**src/rtl/mem_arbiter.sv**
```systemverilog
// Two-port memory arbiter: sticky owner with a burst cap, read responses routed back by port tag.
// Latency: grant is combinational (0 cycles); read data valid READ_LATENCY cycles after a read grant.
// Backpressure: a requester holds req and fields until its gnt; responses cannot be stalled.
module mem_arbiter #(
    parameter int MAX_BURST    = 4,
    parameter int READ_LATENCY = 1
) (
    input  logic        clk,
    input  logic        rst_n,
    input  logic        m0_req,
    input  logic        m0_wen,
    input  logic [31:0] m0_addr,
    input  logic [31:0] m0_wdata,
    input  logic [2:0]  m0_func3,
    input  logic        m1_req,
    input  logic        m1_wen,
    input  logic [31:0] m1_addr,
    input  logic [31:0] m1_wdata,
    input  logic [2:0]  m1_func3,
    output logic        m0_gnt,
    output logic        m1_gnt,
    output logic        m0_rvalid,
    output logic        m1_rvalid,
    output logic [31:0] m0_rdata,
    output logic [31:0] m1_rdata,
    output logic        mem_wen,
    output logic [31:0] mem_wa,
    output logic [31:0] mem_ra,
    output logic [31:0] mem_wd,
    output logic [2:0]  mem_func3,
    input  logic [31:0] mem_rd
);
    localparam int CW = $clog2(MAX_BURST) + 1;
    localparam logic [CW-1:0] BMAX = CW'(MAX_BURST);

    logic                    owner;
    logic [CW-1:0]           burst_cnt;
    logic [READ_LATENCY-1:0] pipe_vld;
    logic [READ_LATENCY-1:0] pipe_port;
    logic                    gnt_any;
    logic                    gnt_wen;

    // The owner keeps the memory under contention until it has used up its burst.
    always_comb begin
        m0_gnt = 1'b0;
        m1_gnt = 1'b0;
        if (rst_n) begin
            if (m0_req && m1_req) begin
                if ((burst_cnt < BMAX) == (owner == 1'b0)) begin
                    m0_gnt = 1'b1;
                end else begin
                    m1_gnt = 1'b1;
                end
            end else if (m0_req) begin
                m0_gnt = 1'b1;
            end else if (m1_req) begin
                m1_gnt = 1'b1;
            end
        end
    end

    assign gnt_any = m0_gnt | m1_gnt;

    always_comb begin
        mem_wa    = '0;
        mem_ra    = '0;
        mem_wd    = '0;
        mem_func3 = '0;
        gnt_wen   = 1'b0;
        if (m0_gnt) begin
            mem_wa    = m0_addr;
            mem_ra    = m0_addr;
            mem_wd    = m0_wdata;
            mem_func3 = m0_func3;
            gnt_wen   = m0_wen;
        end else if (m1_gnt) begin
            mem_wa    = m1_addr;
            mem_ra    = m1_addr;
            mem_wd    = m1_wdata;
            mem_func3 = m1_func3;
            gnt_wen   = m1_wen;
        end
    end

    assign mem_wen = gnt_any & gnt_wen;

    always_ff @(posedge clk or negedge rst_n) begin
        if (!rst_n) begin
            owner     <= 1'b0;
            burst_cnt <= '0;
        end else if (gnt_any) begin
            if (m1_gnt == owner) begin
                if (burst_cnt < BMAX) begin
                    burst_cnt <= burst_cnt + 1'b1;
                end
            end else begin
                owner     <= m1_gnt;
                burst_cnt <= CW'(1);
            end
        end else begin
            burst_cnt <= '0;
        end
    end

    // Each stage carries {valid, port} so back-to-back reads keep their own tag.
    always_ff @(posedge clk or negedge rst_n) begin
        if (!rst_n) begin
            pipe_vld  <= '0;
            pipe_port <= '0;
        end else begin
            pipe_vld[0]  <= gnt_any & ~gnt_wen;
            pipe_port[0] <= m1_gnt;
            for (int i = 1; i < READ_LATENCY; i++) begin
                pipe_vld[i]  <= pipe_vld[i-1];
                pipe_port[i] <= pipe_port[i-1];
            end
        end
    end

    assign m0_rvalid = pipe_vld[READ_LATENCY-1] & ~pipe_port[READ_LATENCY-1];
    assign m1_rvalid = pipe_vld[READ_LATENCY-1] &  pipe_port[READ_LATENCY-1];
    assign m0_rdata  = mem_rd;
    assign m1_rdata  = mem_rd;

endmodule

```
**config.mk**
```make
export PLATFORM = sky130hd
export DESIGN_NAME = mem_arbiter
export DESIGN_NICKNAME = d
export VERILOG_FILES = /design/src/rtl/mem_arbiter.sv
export SDC_FILE = /design/constraint.sdc
export NUM_CORES = 1
export LEC_CHECK = 0
export ABC_AREA = 0
export CORE_AREA = 2 2 133 135
export DETAILED_ROUTE_END_ITERATION = 8
export DIE_AREA = 0 0 135 137
export HOLD_SLACK_MARGIN = 0.1
export PLACE_DENSITY_LB_ADDON = 0.25
export SYNTH_ARGS = -nofsm -noshare
export SYNTH_HDL_FRONTEND = slang
export SYNTH_SLANG_ARGS = --single-unit
```
**constraint.sdc**
```tcl
create_clock -name clk -period 1.67 [get_ports clk]
set_clock_uncertainty 0.15 [all_clocks]
set_input_delay 0.167 -clock clk [delete_from_list [all_inputs] [get_ports clk]]
set_output_delay 0.167 -clock clk [all_outputs]
set_load 0.01 [all_outputs]
```
==> results.yml <==
global_routing:
  grt_pass1_vias: 2295
  globalRouteOverflowTotal: 0
  grt_max_degree: 15
  grt_use_total_pct: 9.42
  antenna_found_initial: 0
  grt_pass1_wl_um: 13300
placed_design:
  port_buffers: 243
  gp_congestion: 0.665
  placed_area_um2: 3880
  dp_hpwl_um: 6550
  numPlacedInstances: 577
logic_synthesis:
  ys_seq_area_share_pct: 8.53
  synth_cells: 207
  synth_nets: 380
  synth_top_area_cell: "buf_4"
  yosys_warnings: 0
  avgSynthCellArea_um2: 8.50
  ys_seq_elements: 6
  syn-cell-area_um2: 1760
  synth_top_area_share_pct: 44.3
  yosysUniqueCellTypes: 21
  synth_area_leaders: "buf_4 44%, a22o_1 34%, dfrtp_1 8.5%, buf_6 4.5%, mux2i_1 1.1%"
timing:
  finalHoldViolations: 0
  period_share_pct: 126
  worst_slack_ps: -432
  layout_min_cycle_time_ps: 2100
  setup_viol: 103
  finalMaxSlewViolations: 0
  finalSetupTns_ps: -38510
  relSlewSlack_pct: 77.5
  grt_setup_unrepaired: "true"
  worst_pin_slew_ps: 334
  fmax_ghz: 0.476
clocking:
  numCtsBuffers: 3
  clockBufferDepth: 2
  clock_sinks: 6
  htreeDepth: 1
  ctsRootBufferMaster: "clkbuf_16"
  path_clk_slew_ps: 30
  clkLatencyLatePin_ps: 220
  tritoncts: "yes"
critical_path:
  end_kind: "output port"
  crit_family: "compound AO/OA/AOI/OAI gates"
  reg2regPathDepth: 6
  critPathLaunchType: "flip-flop"
  crit_required_ps: 1350
  path_max_fanout: 7
  cp_cell_sequence: "xor2_2 -> o211a_4 -> buf_8 -> buf_12 -> a22o_4 -> buf_6"
  cp_num_buf_inv: 3
  slowest_delay_ps: 400
  path_class: "flip-flop to output port"
  crit_slowest_cell: "dfrtp_1"
  cp.depth: 6
  arrival_ps: 1780
floorplanning:
  fp.dieH_um: 137
  core.rowCount: 48
  dieWidth_um: 135
  core_region_area_um2: 17100
  start_util_pct: 10.3
  pin_count: 340
  die_area_um2: 18500
detailed_routing:
  drt-vias-per-instance: 3.68
  drt-pass1-iter-count: 4
  ant_nets: 0
  drtIter0Drc: 31
  drc: 0
  vias: 2221
  post_drt_wl_per_cell_um: 16.6
  drt_wl_total_um: 10000
final_layout:
  final_common_cell: "clkdlybuf4s50_1"
  final_cell_mix: "141 x clkdlybuf4s50_1, 67 x buf_2, 53 x a22o_1, 42 x buf_6, 15 x a22o_4"
  utilization_pct: 24.4
  diodes: 0
  area_growth_pct: 137
  fill_cells: 1840
  fin_nets: 554
  stdcell_area_um2: 4170
  drive_gt1_share_pct: 42.7
  instances_no_fill: 604
power:
  irDropWorstVdd_mv: 0.325
  p_per_area_nw_per_um2: 454
  p_leak_nw: 1.91
run_status:
  violations: "setup timing"
  status: "finished, violations left"
run:
  max-cap-violations: 0
worst_hold_path:
  hold_path.class: "input pin to async pin"
kinds of logic after synthesis:
logic type | synth area share, %
AO/OA/AOI/OAI | 37.5
adder cells (fa/ha/maj) | 0.711
buffers and inverters | 49.3
multiplexers | 1.78
XOR/XNOR | 0.498
flip-flops | 8.53
AND/OR/NAND/NOR | 1.78
layout make-up:
| type | count | area (um^2) | area share [%] |
|---|---|---|---|
| multi-input combinational | 88 | 903 | 21.7 |
| tap | 225 | 282 | 6.75 |
| timing repair buffer | 280 | 2750 | 66.0 |
| clock buffer | 3 | 75.1 | 1.80 |
| inverter | 2 | 7.51 | 0.180 |
| sequential | 6 | 150 | 3.60 |
synth_stat cells:
master      n
a21boi_0    1
a21oi_2     1
a221oi_1    1
a22o_1     68
a31oi_1     1
and2_1      1
buf_4     104
buf_6       7
dfrtp_1     6
ha_1        1
inv_1       2
mux2_2      1
mux2i_1     2
nand2_1     1
nor2_1      4
nor2b_1     1
o211a_1     1
o211ai_1    1
o21ai_0     1
o21ba_1     1
xor2_1      1
final timing paths:
| kind | start | endpoint | slack (ps) |
|---|---|---|---|
| max | owner$_DFFE_PN0P_ | mem_ra[0] | -430 |
| min | rst_n | burst_cnt[0]$_DFFE_PN0P_ | 120 |
| max reg2reg | owner$_DFFE_PN0P_ | pipe_vld$_DFF_PN0_ | -110 |
| min reg2reg | burst_cnt[1]$_DFFE_PN0P_ | burst_cnt[1]$_DFFE_PN0P_ | 380 |
| max in group asynchronous | rst_n | pipe_vld$_DFF_PN0_ | 1030 |
| min in group clk | mem_rd[21] | m1_rdata[21] | 180 |
through the flow:
stage	worst slack [ps]	power (mW)	hold slack, ps
after detailed placement	-706	1.40	184
after global placement	-681	1.40	184
after CTS	-540	1.92	122
final	-432	1.89	118
after floorplan	-143	0.867	-279
after global routing	-496	2.00	129
sequential cells by signal (all words and copies together), names as in the netlist:
signal	cells
pipe_vld	1
pipe_port	1
burst_cnt	3
owner	1
what timing repair did:
action | CTS | global route
resized for setup | 457 | 20
pin swaps | 9 | 26
gates cloned | 11 | 3
hold buffers | 0 | 0
buffers inserted | 18 | 1
setup endpoints to repair | 102 | 105
per-layer routing:
layer	wire length, um	vias to the layer above	GRT usage (%)
met4	149	0	2.14
met3	994	20	2.63
met5	0	-	0
met1	3690	1022	10.1
met2	5200	161	18.2
li1	-	1018	-
power breakdown:
part	total, mW	leakage, nW	switching (mW)	internal (mW)
sequential	0.169	0.0782	0.0100	0.159
clock	0.380	0.0370	0.0738	0.307
combinational	1.34	1.79	0.504	0.839
(Power assumes the default switching activity.)
